$ cat config.mk
export PLATFORM = sky130hd
export DESIGN_NAME = io_port_controller_flat
export DESIGN_NICKNAME = d
export VERILOG_FILES = /design/src/rtl/io_port_controller_if.sv /design/src/rtl/io_port_controller.sv /design/src/flat_wrapper.sv
export SDC_FILE = /design/constraint.sdc
export NUM_CORES = 1
export LEC_CHECK = 0
export ABC_AREA = 1
export BUFFER_PORTS_ARGS = -buffer_cell sky130_fd_sc_hd__buf_2
export CAP_MARGIN = 40
export CORE_UTILIZATION = 46
export DETAILED_ROUTE_END_ITERATION = 10
export PLACE_DENSITY = 0.8
export SETUP_SLACK_MARGIN = 0.15
export SYNTH_ARGS = -nofsm -noshare
export SYNTH_HDL_FRONTEND = slang
export SYNTH_SLANG_ARGS = --single-unit
$ cat constraint.sdc
create_clock -name clk -period 2.1 [get_ports clk]
set_input_delay 0.42 -clock clk [delete_from_list [all_inputs] [get_ports clk]]
set_output_delay 0.42 -clock clk [all_outputs]
set_load 0.01 [all_outputs]
$ cat src/rtl/io_port_controller_if.sv
// Data-bus interface shared by the MEM-stage data memory and the I/O port block.
// master: processor side (address/data/strobes); slave: peripheral (ReadData, IOSel).
interface io_port_controller_if #(
  parameter int DATA_WIDTH = 32,
  parameter int ADDR_WIDTH = 32
);

  logic [ADDR_WIDTH-1:0] Address;
  logic [DATA_WIDTH-1:0] WriteData;
  logic                  MemWrite;
  logic                  MemRead;
  logic [DATA_WIDTH-1:0] ReadData;
  logic                  IOSel;

  modport master (
    output Address, WriteData, MemWrite, MemRead,
    input  ReadData, IOSel
  );

  modport slave (
    input  Address, WriteData, MemWrite, MemRead,
    output ReadData, IOSel
  );

endinterface

$ cat src/rtl/io_port_controller.sv
// Memory-mapped I/O port: PORTOUT (0x00 RW), PORTIN (0x04 RO), STATUS (0x08 RW1C).
// Ports: clk, reset (async active-low), bus (slave: Address/WriteData/MemWrite/MemRead
// in, ReadData/IOSel out), PortIn (async pins), PortOut, InChanged.
// Optional macro IO_PORTOUT_SETCLR_EN adds write-only SET (0x0C) and CLR (0x10).
module io_port_controller #(
  parameter int          DATA_WIDTH    = 32,
  parameter int          PORT_IN_WIDTH = 8,
  parameter logic [31:0] BASE_ADDR     = 32'h1001_0000,
  parameter int          ADDR_WIDTH    = 32
) (
  input  logic                     clk,
  input  logic                     reset,
  io_port_controller_if.slave      bus,
  input  logic [PORT_IN_WIDTH-1:0] PortIn,
  output logic [DATA_WIDTH-1:0]    PortOut,
  output logic                     InChanged
);

  localparam logic [ADDR_WIDTH-1:0] BASE = ADDR_WIDTH'(BASE_ADDR);

  logic [DATA_WIDTH-1:0]    port_q, port_d;
  logic [PORT_IN_WIDTH-1:0] sync1_q, sync2_q, prev_q;
  logic                     flag_q, flag_d;
  logic [7:0]               cnt_q, cnt_d;

  logic [2:0]  off;
  logic        base_hit;
  logic        sel_out, sel_in, sel_st;
  logic        chg;
  logic        wr_st;
  logic [15:0] status;
  logic        unused_addr;

`ifdef IO_PORTOUT_SETCLR_EN
  logic sel_set, sel_clr;
`endif

  assign off         = bus.Address[4:2];
  assign base_hit    = bus.Address[ADDR_WIDTH-1:5] == BASE[ADDR_WIDTH-1:5];
  assign unused_addr = ^bus.Address[1:0];

  always_comb begin
    sel_out = 1'b0;
    sel_in  = 1'b0;
    sel_st  = 1'b0;
`ifdef IO_PORTOUT_SETCLR_EN
    sel_set = 1'b0;
    sel_clr = 1'b0;
`endif
    case (off)
      3'd0: sel_out = base_hit;
      3'd1: sel_in  = base_hit;
      3'd2: sel_st  = base_hit;
`ifdef IO_PORTOUT_SETCLR_EN
      3'd3: sel_set = base_hit;
      3'd4: sel_clr = base_hit;
`endif
      default: ;
    endcase
  end

`ifdef IO_PORTOUT_SETCLR_EN
  assign bus.IOSel = sel_out | sel_in | sel_st | sel_set | sel_clr;
`else
  assign bus.IOSel = sel_out | sel_in | sel_st;
`endif

  assign status = {cnt_q, 7'd0, flag_q};

  // Selects are mutually exclusive; SET/CLR fall to default and read 0.
  always_comb begin
    bus.ReadData = '0;
    if (bus.MemRead) begin
      unique case (1'b1)
        sel_out: bus.ReadData = port_q;
        sel_in:  bus.ReadData = DATA_WIDTH'(sync2_q);
        sel_st:  bus.ReadData = DATA_WIDTH'(status);
        default: ;
      endcase
    end
  end

  always_comb begin
    port_d = port_q;
`ifdef IO_PORTOUT_SETCLR_EN
    if (bus.MemWrite) begin
      unique case (1'b1)
        sel_out: port_d = bus.WriteData;
        sel_set: port_d = port_q | bus.WriteData;
        sel_clr: port_d = port_q & ~bus.WriteData;
        default: ;
      endcase
    end
`else
    if (bus.MemWrite && sel_out) port_d = bus.WriteData;
`endif
  end

  assign chg   = sync2_q != prev_q;
  assign wr_st = bus.MemWrite & sel_st;

  // A new change wins over a same-cycle clear, for both flag and counter.
  assign flag_d = chg | (flag_q & ~(wr_st & bus.WriteData[0]));
  assign cnt_d  = ((wr_st & bus.WriteData[1]) ? 8'd0 : cnt_q)
                + {7'd0, chg};

  always_ff @(posedge clk or negedge reset) begin
    if (!reset) begin
      port_q  <= '0;
      sync1_q <= '0;
      sync2_q <= '0;
      prev_q  <= '0;
      flag_q  <= 1'b0;
      cnt_q   <= 8'd0;
    end else begin
      port_q  <= port_d;
      sync1_q <= PortIn;
      sync2_q <= sync1_q;
      prev_q  <= sync2_q;
      flag_q  <= flag_d;
      cnt_q   <= cnt_d;
    end
  end

  assign PortOut   = port_q;
  assign InChanged = flag_q;

endmodule

$ cat src/flat_wrapper.sv
// flat-port wrapper written by rule: the top's interface ports become plain ports
module io_port_controller_flat 
#(
  parameter int          DATA_WIDTH    = 32,
  parameter int          PORT_IN_WIDTH = 8,
  parameter logic [31:0] BASE_ADDR     = 32'h1001_0000,
  parameter int          ADDR_WIDTH    = 32
)
  (clk, reset, PortIn, PortOut, InChanged, bus_Address, bus_WriteData, bus_MemWrite, bus_MemRead, bus_ReadData, bus_IOSel);
  io_port_controller_if #(.DATA_WIDTH(DATA_WIDTH), .ADDR_WIDTH(ADDR_WIDTH)) bus_i ();
  input  logic clk;
  input  logic reset;
  input  logic [PORT_IN_WIDTH-1:0] PortIn;
  output logic [DATA_WIDTH-1:0] PortOut;
  output logic InChanged;
  input wire logic [$bits(bus_i.Address)-1:0] bus_Address;
  input wire logic [$bits(bus_i.WriteData)-1:0] bus_WriteData;
  input wire logic [$bits(bus_i.MemWrite)-1:0] bus_MemWrite;
  input wire logic [$bits(bus_i.MemRead)-1:0] bus_MemRead;
  output wire logic [$bits(bus_i.ReadData)-1:0] bus_ReadData;
  output wire logic [$bits(bus_i.IOSel)-1:0] bus_IOSel;
  assign bus_i.Address = bus_Address;
  assign bus_i.WriteData = bus_WriteData;
  assign bus_i.MemWrite = bus_MemWrite;
  assign bus_i.MemRead = bus_MemRead;
  assign bus_ReadData = bus_i.ReadData;
  assign bus_IOSel = bus_i.IOSel;
  io_port_controller #(.DATA_WIDTH(DATA_WIDTH), .PORT_IN_WIDTH(PORT_IN_WIDTH), .BASE_ADDR(BASE_ADDR), .ADDR_WIDTH(ADDR_WIDTH)) u_core (.clk(clk), .reset(reset), .bus(bus_i), .PortIn(PortIn), .PortOut(PortOut), .InChanged(InChanged));
endmodule
==> flow_metrics.py, run 1 <==
metrics = {
    "global_routing": {
        "grt_pass1_wl_microns": 13000,
        "grt_pass1_vias": 2832,
        "antenna_found_initial": 0,
        "grt_usage_pct": 23.7,
        "overflow": 0,
        "grt_max_degree": 66,
    },
    "detailed_routing": {
        "drt-pass1-iter-count": 4,
        "routed_wirelength_microns": 8580,
        "routedWlPerCell_microns": 14.0,
        "via_per_inst": 5.02,
        "drt_iter0_markers": 213,
        "drtAntennaViolNets": 0,
        "vias": 3081,
        "drc": 0,
    },
    "final_layout": {
        "syn_to_final_growth_pct": 51.6,
        "multi_input_area_sq_um": 1350,
        "drive_above_1_share_pct": 44.1,
        "regArea_sq_um": 1630,
        "final_cell_count_no_fill": 614,
        "n_antenna_cell": 0,
        "final_area_sq_um": 4560,
        "fill_cells": 479,
        "nets": 610,
    },
    "pwr": {
        "pwr-share-clk_pct": 43.2,
        "seqPwrFrac_pct": 42.9,
        "switchingPower_w": 0.000826,
        "power_frac_comb_pct": 13.9,
        "swShare_pct": 24.7,
        "p_int_w": 0.00252,
        "peakVddDrop_uv": 521,
        "p_leak_nw": 2.52,
        "powerDensity_nw_per_um2": 734,
    },
    "placed_design": {
        "io_buffers": 139,
        "dp_hpwl_microns": 5270,
        "dp_cells": 586,
        "place_area_sq_um": 3850,
        "place.gp.congestion": 0.825,
    },
    "timing": {
        "setup_viol": 32,
        "setup_slack_ns": -0.207,
        "max_slew_margin_pct": 76.1,
        "setup_tns_ns": -3.34,
        "fin_crit_sh_pct": 110,
        "worst_hold_slack_ns": 0.0824,
        "tightest_slew_ns": 0.358,
        "hold_viol": 0,
        "maxSlewViolCount": 0,
        "fin_crit_ns": 2.31,
        "clock.fmax_mhz": 434,
        "finClkSkew_ns": 0.00767,
        "rsz0062_at_grt": "true",
    },
    "job": {
        "max_cap_viol_count": 0,
    },
    "synth": {
        "async_flop_share_pct": 100,
        "synth-edff-count": 0,
        "synth_top_area_share_pct": 54.0,
        "synth_top_area_cell": "dfrtp_1",
        "yosysWarnings": 0,
        "synthesis.area_sq_um": 3010,
        "syn_inst": 372,
        "synth_cell_types": 24,
        "synth_ff_type": "dfrtp_1",
        "syn_area_per_cell_sq_um": 8.10,
        "yosysSeqAreaShare_pct": 54.0,
        "ys_ff_latch": 65,
        "syn_nets": 450,
        "ys_top_cells_by_area": "dfrtp_1, nand2_1, nand3_1",
    },
    "critical_path": {
        "rrSetupSlack_ns": 0.25,
        "path_delay_family": "simple AND/OR/NAND/NOR gates",
        "cp_slowest_cell": "a21oi_1",
        "crit_type": "input pin to output port",
        "cpPeakStageDelay_ns": 0.17,
        "r2r-end": "u_core.cnt_q[7]",
        "startpoint_type": "input pin",
        "reg2reg_from": "u_core.sync2_q[7]",
        "ff2ff_path_depth": 14,
        "arrival_ns": 1.89,
        "worst-path-buf-inv": 6,
        "path_cells": "buf_2 > inv_1 > nand2_1 > nor2_4 > nand3_2 > nor2_4 > nand3_2 > clkinv_4 > buf_6 > buf_12 > nand2_1 > a21oi_1 > buf_2",
        "required_ns": 1.68,
        "crit_path_end_kind": "output port",
        "critPathMaxFanout": 6,
    },
    "clock_tree": {
        "clk_latency_ns": 0.34,
        "htree_levels": 3,
        "clkSinkCount": 65,
        "cts_hold_buf": 0,
        "path_clk_slew_ns": 0.07,
        "clockRootBuffer": "clkbuf_8",
        "clockBufferDepth": 2,
        "numCtsBuffers": 9,
        "cts_tree": "built",
    },
    "floorplan": {
        "die_h_microns": 82.9,
        "dieArea_sq_um": 6870,
        "num_rows": 29,
        "core_sq_um": 6350,
        "num_io_pins": 142,
        "die_w_microns": 82.9,
        "start_util_pct": 47.4,
    },
    "status": {
        "violations": "setup timing",
        "status": "finished, violations left",
    },
    "min_path": {
        "min_path_type": "input pin to async pin",
    },
}
-- worst max-delay path by stage --
stage	to	cells past startpoint	start	slack (ns)
3_5_place_dp	bus_ReadData[1]	11	bus_Address[27]	-0.14
2_1_floorplan	bus_ReadData[10]	10	bus_Address[27]	0.13
3_3_place_gp	bus_ReadData[8]	11	bus_Address[27]	-0.15
4_1_cts	bus_ReadData[11]	16	bus_Address[16]	-0.07
5_1_grt	bus_ReadData[9]	13	bus_Address[27]	-0.30
6_report	bus_ReadData[9]	13	bus_Address[22]	-0.21
-- Yosys cell counts (all sizes together) (3+ instances only) --
library cell,instances
clkbuf,4
nor2,38
o21ai,3
dfrtp,65
nand4,3
nand2,124
inv,43
xnor2,4
buf,12
nand3,48
a21oi,15
xor2,4
-- power groups by stage --
stage               clock network, W  registers (W)  logic, W
floorplan                          0        0.00142  0.000189
global placement                   0        0.00143  0.000307
detailed placement                 0        0.00144  0.000334
CTS                          0.00147        0.00142  0.000351
global route                 0.00154        0.00144  0.000505
finish                       0.00145        0.00144  0.000466
-- per-layer routing --
metal  wire [microns]  up-vias  track usage, %  share of wire [%]
met5                0        -               0                  0
met4              251        0            8.31                2.9
met3              495       31            6.36                5.8
met2             4600      118            39.5                 54
met1             3230     1460            29.7                 38
li1                 -     1472               -                  -
-- final cells by class --
| cell class | count | share of cell area, % |
|---|---|---|
| Timing Repair Buffer | 165 | 22.9 |
| Inverter | 43 | 3.65 |
| Tap cell | 77 | 2.11 |
| Clock inverter | 5 | 2.74 |
| Clock buffer | 11 | 3.32 |
| Multi-Input combinational cell | 248 | 29.6 |
| Sequential cell | 65 | 35.6 |
-- per-stage QoR --
step	utilization (%)	total power (W)	setup WS (ns)
after floorplan	-	0.00161	0.130
after global placement	60.6	0.00174	-0.149
after detailed placement	60.6	0.00177	-0.142
after CTS	68.0	0.00324	-0.0713
after global routing	71.9	0.00349	-0.299
final	71.9	0.00335	-0.207
-- cells by family (layout without fill, tap and decap cells) --
logic type	after synthesis	in the layout	share of synthesized area [%]
simple gates	219	219	31.0
flops	65	65	54.0
xor+xnor	8	8	2.33
compound gates	19	19	3.24
buf+inv	59	224	8.56
fa+ha+maj	2	2	0.831
-- cells in the final DEF, fill, tap and decap left out, drive strengths merged, types with 2 or more instances in the layout --
master	n
buf	165
nand2	124
dfrtp	65
nand3	48
inv	42
nor2	38
a21oi	15
clkbuf	11
xnor2	4
xor2	4
bufinv	4
o21ai	3
nand4	3
or2	2
ha	2
nor3	2
clkinv	2
-- flip-flops by register name, summed over array words and instances, names as in the netlist --
| signal | cells |
|---|---|
| u_core.InChanged | 1 |
| u_core.sync2_q | 8 |
| u_core.prev_q | 8 |
| u_core.cnt_q | 8 |
| u_core.PortOut | 32 |
| u_core.sync1_q | 8 |
-- what timing repair did --
action,CTS,global route
endpoints found under the setup margin,35,39
gates resized for setup,30,55
setup buffers,6,5
gates cloned,1,0
pin swaps,16,24
Power figures use the tool's default switching activity.
==> inputs of run 2 (changes only) <==
--- a/config.mk
+++ b/config.mk
@@ -7,9 +7,9 @@
 export LEC_CHECK = 0
 export ABC_AREA = 1
-export BUFFER_PORTS_ARGS = -buffer_cell sky130_fd_sc_hd__buf_2
 export CAP_MARGIN = 40
-export CORE_UTILIZATION = 46
+export CORE_UTILIZATION = 60
 export DETAILED_ROUTE_END_ITERATION = 10
-export PLACE_DENSITY = 0.8
+export DONT_BUFFER_PORTS = 1
+export PLACE_DENSITY = 0.77
 export SETUP_SLACK_MARGIN = 0.15
 export SYNTH_ARGS = -nofsm -noshare
==> constraint.sdc (replaced) <==
create_clock -name clk -period 2.1 [get_ports clk]
set_input_delay 0.42 -clock clk [delete_from_list [all_inputs] [get_ports clk]]
set_output_delay 0.42 -clock clk [all_outputs]
set_load 0.1 [all_outputs]
==> run 2 against run 1 <==
Against the previous run:
- the run now fails in clock tree synthesis (4_1_cts)
- area after synthesis did not move
- synthesized cell count did not move
==> flow_metrics.py, run 2 <==
metrics = {
    "status": {
        "stop_stage": "clock tree synthesis (4_1_cts)",
        "status": "stopped before the end",
        "error": "[ERROR DPL-0038] Utilization greater than 100%, impossible to legalize",
    },
    "synth": {
        "yosysSeqAreaShare_pct": 54.0,
        "yosysMostFrequentCell": "nand2_1",
        "syn_area_per_cell_sq_um": 8.10,
        "synthesis.area_sq_um": 3010,
        "async_flop_share_pct": 100,
        "synth-edff-count": 0,
        "synth_commonest_cells": "nand2_1, dfrtp_1, nand3_1",
        "ys_ff_latch": 65,
        "yosysWarnings": 0,
        "syn_inst": 372,
        "synth_top_area_cell": "dfrtp_1",
        "synth_top_area_share_pct": 54.0,
        "syn_nets": 450,
        "synth_ff_type": "dfrtp_1",
        "synth_cell_types": 24,
        "ys_top_cells_by_area": "dfrtp_1, nand2_1, nand3_1",
    },
    "placed_design": {
        "place.gp.congestion": 0.827,
        "dp_hpwl_microns": 6940,
        "place_area_sq_um": 4410,
        "io_buffers": 0,
    },
    "floorplan": {
        "num_rows": 25,
        "start_util_pct": 62.9,
        "die_w_microns": 72.8,
        "die_h_microns": 72.8,
        "num_io_pins": 142,
    },
    "clock_tree": {
        "ctsResizeCount": 97,
        "htree_levels": 3,
        "cts_hold_buf": 2,
        "numCtsBuffers": 9,
        "clkSinkCount": 65,
        "clockBufferDepth": 2,
        "clockRootBuffer": "clkbuf_8",
        "postCtsSetupBuffers": 12,
    },
}
## run 2: cell counts after synthesis
No cell type changed its count.
## run 2: cell families after synthesis
logic type      share of synthesized area (%)
xor+xnor                                 2.33
compound gates                           3.24
simple gates                             31.0
flops                                    54.0
fa+ha+maj                               0.831
buf+inv                                  8.56
## run 2: stage by stage
stage	cells	utilization, %	setup WS [ns]
after floorplan	372	-	-0.369
after detailed placement	504	92.1	-0.207
after global placement	504	92.1	-0.129
==> inputs of run 3 (changes only) <==
Settings changed: CORE_UTILIZATION 60 to 40, PLACE_DENSITY 0.77 to default, PLACE_DENSITY_LB_ADDON from default to 0.15, SETUP_SLACK_MARGIN 0.15 to default.
==> run 3 against run 2 <==
Against the previous run:
- the flow now finishes, with violations (setup timing)
==> flow_metrics.py, run 3 (synthesized netlist as in run 1, its figures left out) <==
metrics = {
    "detailed_routing": {
        "vias": 2701,
        "drc": 0,
        "dr_wl_met2_microns": 4340,
        "via_per_inst": 4.79,
        "wl_met3_microns": 491,
        "wl_met1_microns": 3310,
        "top_layer": "met4",
        "routedWlPerCell_microns": 14.6,
        "drt_iter0_markers": 147,
        "drtAntennaViolNets": 0,
        "drt-pass1-iter-count": 4,
        "routed_wirelength_microns": 8240,
    },
    "critical_path": {
        "rrSetupSlack_ns": 0.13,
        "reg2reg_from": "u_core.sync2_q[6]",
        "required_ns": 1.68,
        "path_cells": "inv_8 > nor2_4 > nand2_1 > nor2_1 > nand2_1 > nor2_4 > nand3_2 > inv_4 > buf_12 > buf_4 > nand2_2 > a21oi_4 > buf_12",
        "startpoint_type": "input pin",
        "crit_path_end_kind": "output port",
        "cp_slowest_cell": "buf_12",
        "ff2ff_path_depth": 14,
        "worst-path-buf-inv": 5,
        "cpPeakStageDelay_ns": 0.19,
        "critPathMaxFanout": 4,
        "crit_type": "input pin to output port",
        "path_delay_family": "simple AND/OR/NAND/NOR gates",
        "arrival_ns": 1.80,
        "r2r-end": "u_core.cnt_q[7]",
    },
    "floorplan": {
        "dieArea_sq_um": 7880,
        "die_w_microns": 88.8,
        "core_sq_um": 7250,
        "num_rows": 31,
        "start_util_pct": 41.5,
        "die_h_microns": 88.8,
        "num_io_pins": 142,
    },
    "global_routing": {
        "grt_usage_pct": 22.0,
        "overflow": 0,
        "grt_max_degree": 66,
        "grt_pass1_vias": 2656,
        "grt_pass1_wl_microns": 12800,
        "antenna_found_initial": 0,
    },
    "timing": {
        "rsz0062_at_grt": "true",
        "clock.fmax_mhz": 451,
        "max_slew_margin_pct": 78.1,
        "hold_viol": 0,
        "tightest_slew_ns": 0.329,
        "setup_viol": 32,
        "finClkSkew_ns": 0.0122,
        "setup_slack_ns": -0.118,
        "maxSlewViolCount": 0,
        "fin_crit_sh_pct": 106,
        "fin_crit_ns": 2.22,
    },
    "clock_tree": {
        "numCtsBuffers": 9,
        "clockBufferDepth": 2,
        "htree_levels": 3,
        "clk_latency_ns": 0.33,
        "path_clk_slew_ns": 0.07,
        "clockRootBuffer": "clkbuf_8",
        "cts_tree": "built",
        "clkSinkCount": 65,
    },
    "final_layout": {
        "n_antenna_cell": 0,
        "nets": 539,
        "fin_util_pct": 68.6,
        "final_area_sq_um": 4980,
        "largest_register_ffs": 32,
        "final_cell_count_no_fill": 564,
        "syn_to_final_growth_pct": 65.2,
        "drive_above_1_share_pct": 40.6,
        "fill_cells": 567,
        "final_common_cell": "nand2_1",
        "final_cell_mix": "nand2_1, dfrtp_1, buf_4",
    },
    "min_path": {
        "min_path_type": "input pin to flip-flop",
        "holdPathEnd": "u_core.sync1_q[2]",
        "hp-start": "PortIn[2]",
        "whs_path_depth": 0,
    },
    "placed_design": {
        "dp_cells": 538,
        "dp_hpwl_microns": 5790,
        "dp_slack_ns": -0.185,
        "io_buffers": 0,
        "place.gp.congestion": 0.757,
        "place_area_sq_um": 4450,
    },
    "pwr": {
        "peakVddDrop_uv": 566,
        "p_leak_nw": 2.31,
        "finalPower_w": 0.00274,
        "powerDensity_nw_per_um2": 551,
    },
    "status": {
        "status": "finished, violations left",
        "violations": "setup timing",
    },
    "job": {
        "max_cap_viol_count": 0,
    },
}
==> run 3: repair_timing <==
| action | in CTS | in global routing |
|---|---|---|
| setup buffers | 8 | 0 |
| gates cloned | 2 | 0 |
| endpoints found under the hold margin | 65 | 0 |
| resized for setup | 43 | 24 |
| hold buffers | 2 | 0 |
| pin swaps | 22 | 22 |
| endpoints found under the setup margin | 32 | 35 |
==> run 3: power by group <==
group	internal [W]	leakage, nW	total [W]	switching [W]
Clock	0.000572	0.0981	0.00105	0.000475
Combinational	0.000117	1.37	0.000281	0.000164
Sequential	0.00134	0.835	0.00141	0.0000673
==> run 3: final cells by class <==
type                       count  area, sq um  share of cell area (%)
inverter                      43          206                    4.15
sequential                    65         1630                    32.7
tap                           99          124                    2.49
timing repair buffer          93         1210                    24.4
clock buffer                  10          138                    2.77
multi-input combinational    249         1610                    32.4
clock inverter                 5         56.3                    1.13
==> run 3: worst max path at each step <==
| stage | from | to | slack (ns) | depth (start not counted) |
|---|---|---|---|---|
| floorplan | bus_Address[6] | bus_ReadData[10] | -0.37 | 10 |
| global placement | bus_Address[16] | bus_ReadData[3] | -0.18 | 12 |
| detailed placement | bus_Address[12] | bus_ReadData[11] | -0.18 | 13 |
| CTS | bus_Address[26] | bus_ReadData[5] | -0.11 | 12 |
| global route | bus_Address[12] | bus_ReadData[11] | -0.25 | 14 |
| finish | bus_Address[16] | bus_ReadData[1] | -0.12 | 13 |
==> run 3: stage by stage <==
| step | hold WS, ns | setup TNS, ns |
|---|---|---|
| after CTS | 0.0991 | -2.74 |
| after global routing | 0.0803 | -7.47 |
| after detailed placement | 0.128 | -4.75 |
| after global placement | 0.127 | -4.02 |
| final | 0.112 | -3.11 |
| after floorplan | 0.124 | -8.46 |
==> run 3: metal layers <==
metal  GRT usage (%)  up-vias
li1                -     1332
met1            27.0     1276
met2            36.9       82
met3            6.72       11
met4            7.18        0
met5               0        -
==> inputs of run 4 (changes only) <==
Settings changed: PLACE_DENSITY from default to 0.54, PLACE_DENSITY_LB_ADDON 0.15 to default.
==> run 4 against run 3 <==
Against the previous run:
- combinational power about the same
- global-route usage down 0.75 points
- sequential share of layout area down 0.16 points
- cell area up 0.50%
- cell count down 0.18%
- largest cell class is now multi-input combinational cells
- the run still ends with setup timing left
- via count about the same
- worst setup slack better by 0.046 ns
==> flow_metrics.py, run 4 (synthesized netlist as in run 1, its figures left out) <==
metrics = {
    "status": {
        "status": "finished, violations left",
        "violations": "setup timing",
    },
    "timing": {
        "setup_slack_ns": -0.0721,
        "tightest_slew_ns": 0.343,
        "hold_viol": 0,
        "fin_crit_ns": 2.17,
        "clock.fmax_mhz": 460,
        "finClkSkew_ns": 0.00865,
        "setup_tns_ns": -1.44,
        "worst_hold_slack_ns": 0.0921,
        "maxSlewViolCount": 0,
        "rsz0062_at_grt": "true",
        "setup_viol": 32,
        "fin_crit_sh_pct": 103,
        "max_slew_margin_pct": 77.1,
    },
    "critical_path": {
        "ff2ff_path_depth": 12,
        "arrival_ns": 1.75,
        "startpoint_type": "input pin",
        "setup.worst_path.start": "bus_Address[16]",
        "crit_path_end_kind": "output port",
        "rrSetupSlack_ns": 0.18,
        "critPathMaxFanout": 7,
        "crit_type": "input pin to output port",
        "required_ns": 1.68,
        "r2r-end": "u_core.cnt_q[6]",
        "crit_path_end": "bus_ReadData[4]",
        "reg2reg_from": "u_core.prev_q[7]",
    },
    "global_routing": {
        "grt_pass1_wl_microns": 12300,
        "overflow": 0,
        "antenna_found_initial": 0,
        "grt_max_degree": 66,
        "grt_pass1_vias": 2628,
        "grt_usage_pct": 21.2,
    },
    "floorplan": {
        "dieArea_sq_um": 7880,
        "start_util_pct": 41.5,
        "num_io_pins": 142,
        "die_h_microns": 88.8,
        "die_w_microns": 88.8,
        "core_sq_um": 7250,
        "num_rows": 31,
    },
    "pwr": {
        "powerDensity_nw_per_um2": 581,
        "finalPower_w": 0.00290,
        "peakVddDrop_uv": 457,
        "p_leak_nw": 2.34,
    },
    "detailed_routing": {
        "routedWlPerCell_microns": 14.4,
        "wl_met1_microns": 3340,
        "top_layer": "met4",
        "vias": 2699,
        "via_per_inst": 4.79,
        "wl_met3_microns": 575,
        "dr_wl_met2_microns": 4060,
        "drc": 0,
        "drt-pass1-iter-count": 4,
        "routed_wirelength_microns": 8130,
        "drtAntennaViolNets": 0,
        "drt_iter0_markers": 138,
    },
    "final_layout": {
        "drive_above_1_share_pct": 39.9,
        "syn_to_final_growth_pct": 66.1,
        "n_antenna_cell": 0,
        "largest_register_ffs": 32,
        "final_cell_mix": "nand2_1, dfrtp_1, buf_4",
        "nets": 537,
        "final_cell_count_no_fill": 563,
        "fill_cells": 596,
        "final_common_cell": "nand2_1",
    },
    "clock_tree": {
        "clkSinkCount": 65,
        "clk_latency_ns": 0.35,
        "path_clk_slew_ns": 0.08,
        "clockBufferDepth": 2,
        "cts_tree": "built",
        "numCtsBuffers": 9,
        "clockRootBuffer": "clkbuf_8",
        "htree_levels": 3,
    },
    "min_path": {
        "min_path_type": "input pin to flip-flop",
    },
    "job": {
        "max_cap_viol_count": 0,
    },
    "placed_design": {
        "dp_cells": 537,
        "io_buffers": 0,
        "dp_hpwl_microns": 5770,
        "place.gp.congestion": 0.750,
    },
}
## run 4: cell types whose count changed in the layout (fill, tap and decap cells not counted), moves of 2 or more
cell,change
nor2_1,-3
buf_6,-2
clkinv_2,-2
nand2_2,-6
inv_1,+2
inv_4,-2
nand2_4,+2
nor2_4,+4
nand2_1,+4
## run 4: area by class of cell
| cell class | instances | area [sq um] | share of cell area (%) |
|---|---|---|---|
| Multi-Input combinational cell | 249 | 1640 | 32.8 |
| Clock inverter | 7 | 101 | 2.03 |
| Clock buffer | 9 | 124 | 2.48 |
| Timing Repair Buffer | 91 | 1190 | 23.8 |
| Tap cell | 99 | 124 | 2.48 |
| Inverter | 43 | 194 | 3.88 |
| Sequential cell | 65 | 1630 | 32.5 |
## run 4: per-stage QoR
| step | util [%] | instance area (sq um) | setup WS (ns) |
|---|---|---|---|
| after floorplan | - | 3400 | -0.369 |
| after global placement | 61.6 | 4470 | -0.195 |
| after detailed placement | 61.6 | 4470 | -0.184 |
| after CTS | 67.3 | 4880 | -0.0919 |
| after global routing | 68.9 | 5000 | -0.178 |
| final | 68.9 | 5000 | -0.0721 |
## run 4: worst max-delay path, stage by stage
cell and delay (ns):
inv_8 0.01, nor2_4 0.07, nand2_1 0.05, nor2_1 0.10, nand2_1 0.09, nor2_4 0.20
nand3_2 0.12, clkinv_4 0.12, buf_6 0.15, nand2_2 0.07, a21oi_4 0.16, buf_12 0.19
## run 4: power breakdown
group / switching [W] / internal, W / leakage, nW
clock: 0.000528 / 0.000678 / 0.106
sequential: 0.0000714 / 0.00134 / 0.835
combinational: 0.000163 / 0.000120 / 1.40
## run 4: metal layers
layer	vias to the layer above	GRT usage, %
li1	1327	-
met1	1262	27.0
met2	96	33.8
met3	14	5.97
met4	0	9.53
met5	-	0
## run 4: timing repair
action,in CTS,in global routing
pin swaps,23,16
resized for setup,41,21
hold buffers,2,0
gates cloned,1,1
hold endpoints to repair,65,0
buffers inserted,3,3
setup endpoints to repair,32,37
## run 4: worst min-delay path by stage
stage	from	endpoint	depth (start not counted)
after floorplan	reset	u_core.InChanged	0
after global placement	reset	u_core.cnt_q[3]	0
after detailed placement	reset	u_core.cnt_q[3]	0
after CTS	PortIn[3]	u_core.sync1_q[3]	0
after global routing	PortIn[5]	u_core.sync1_q[5]	0
final	PortIn[3]	u_core.sync1_q[3]	0
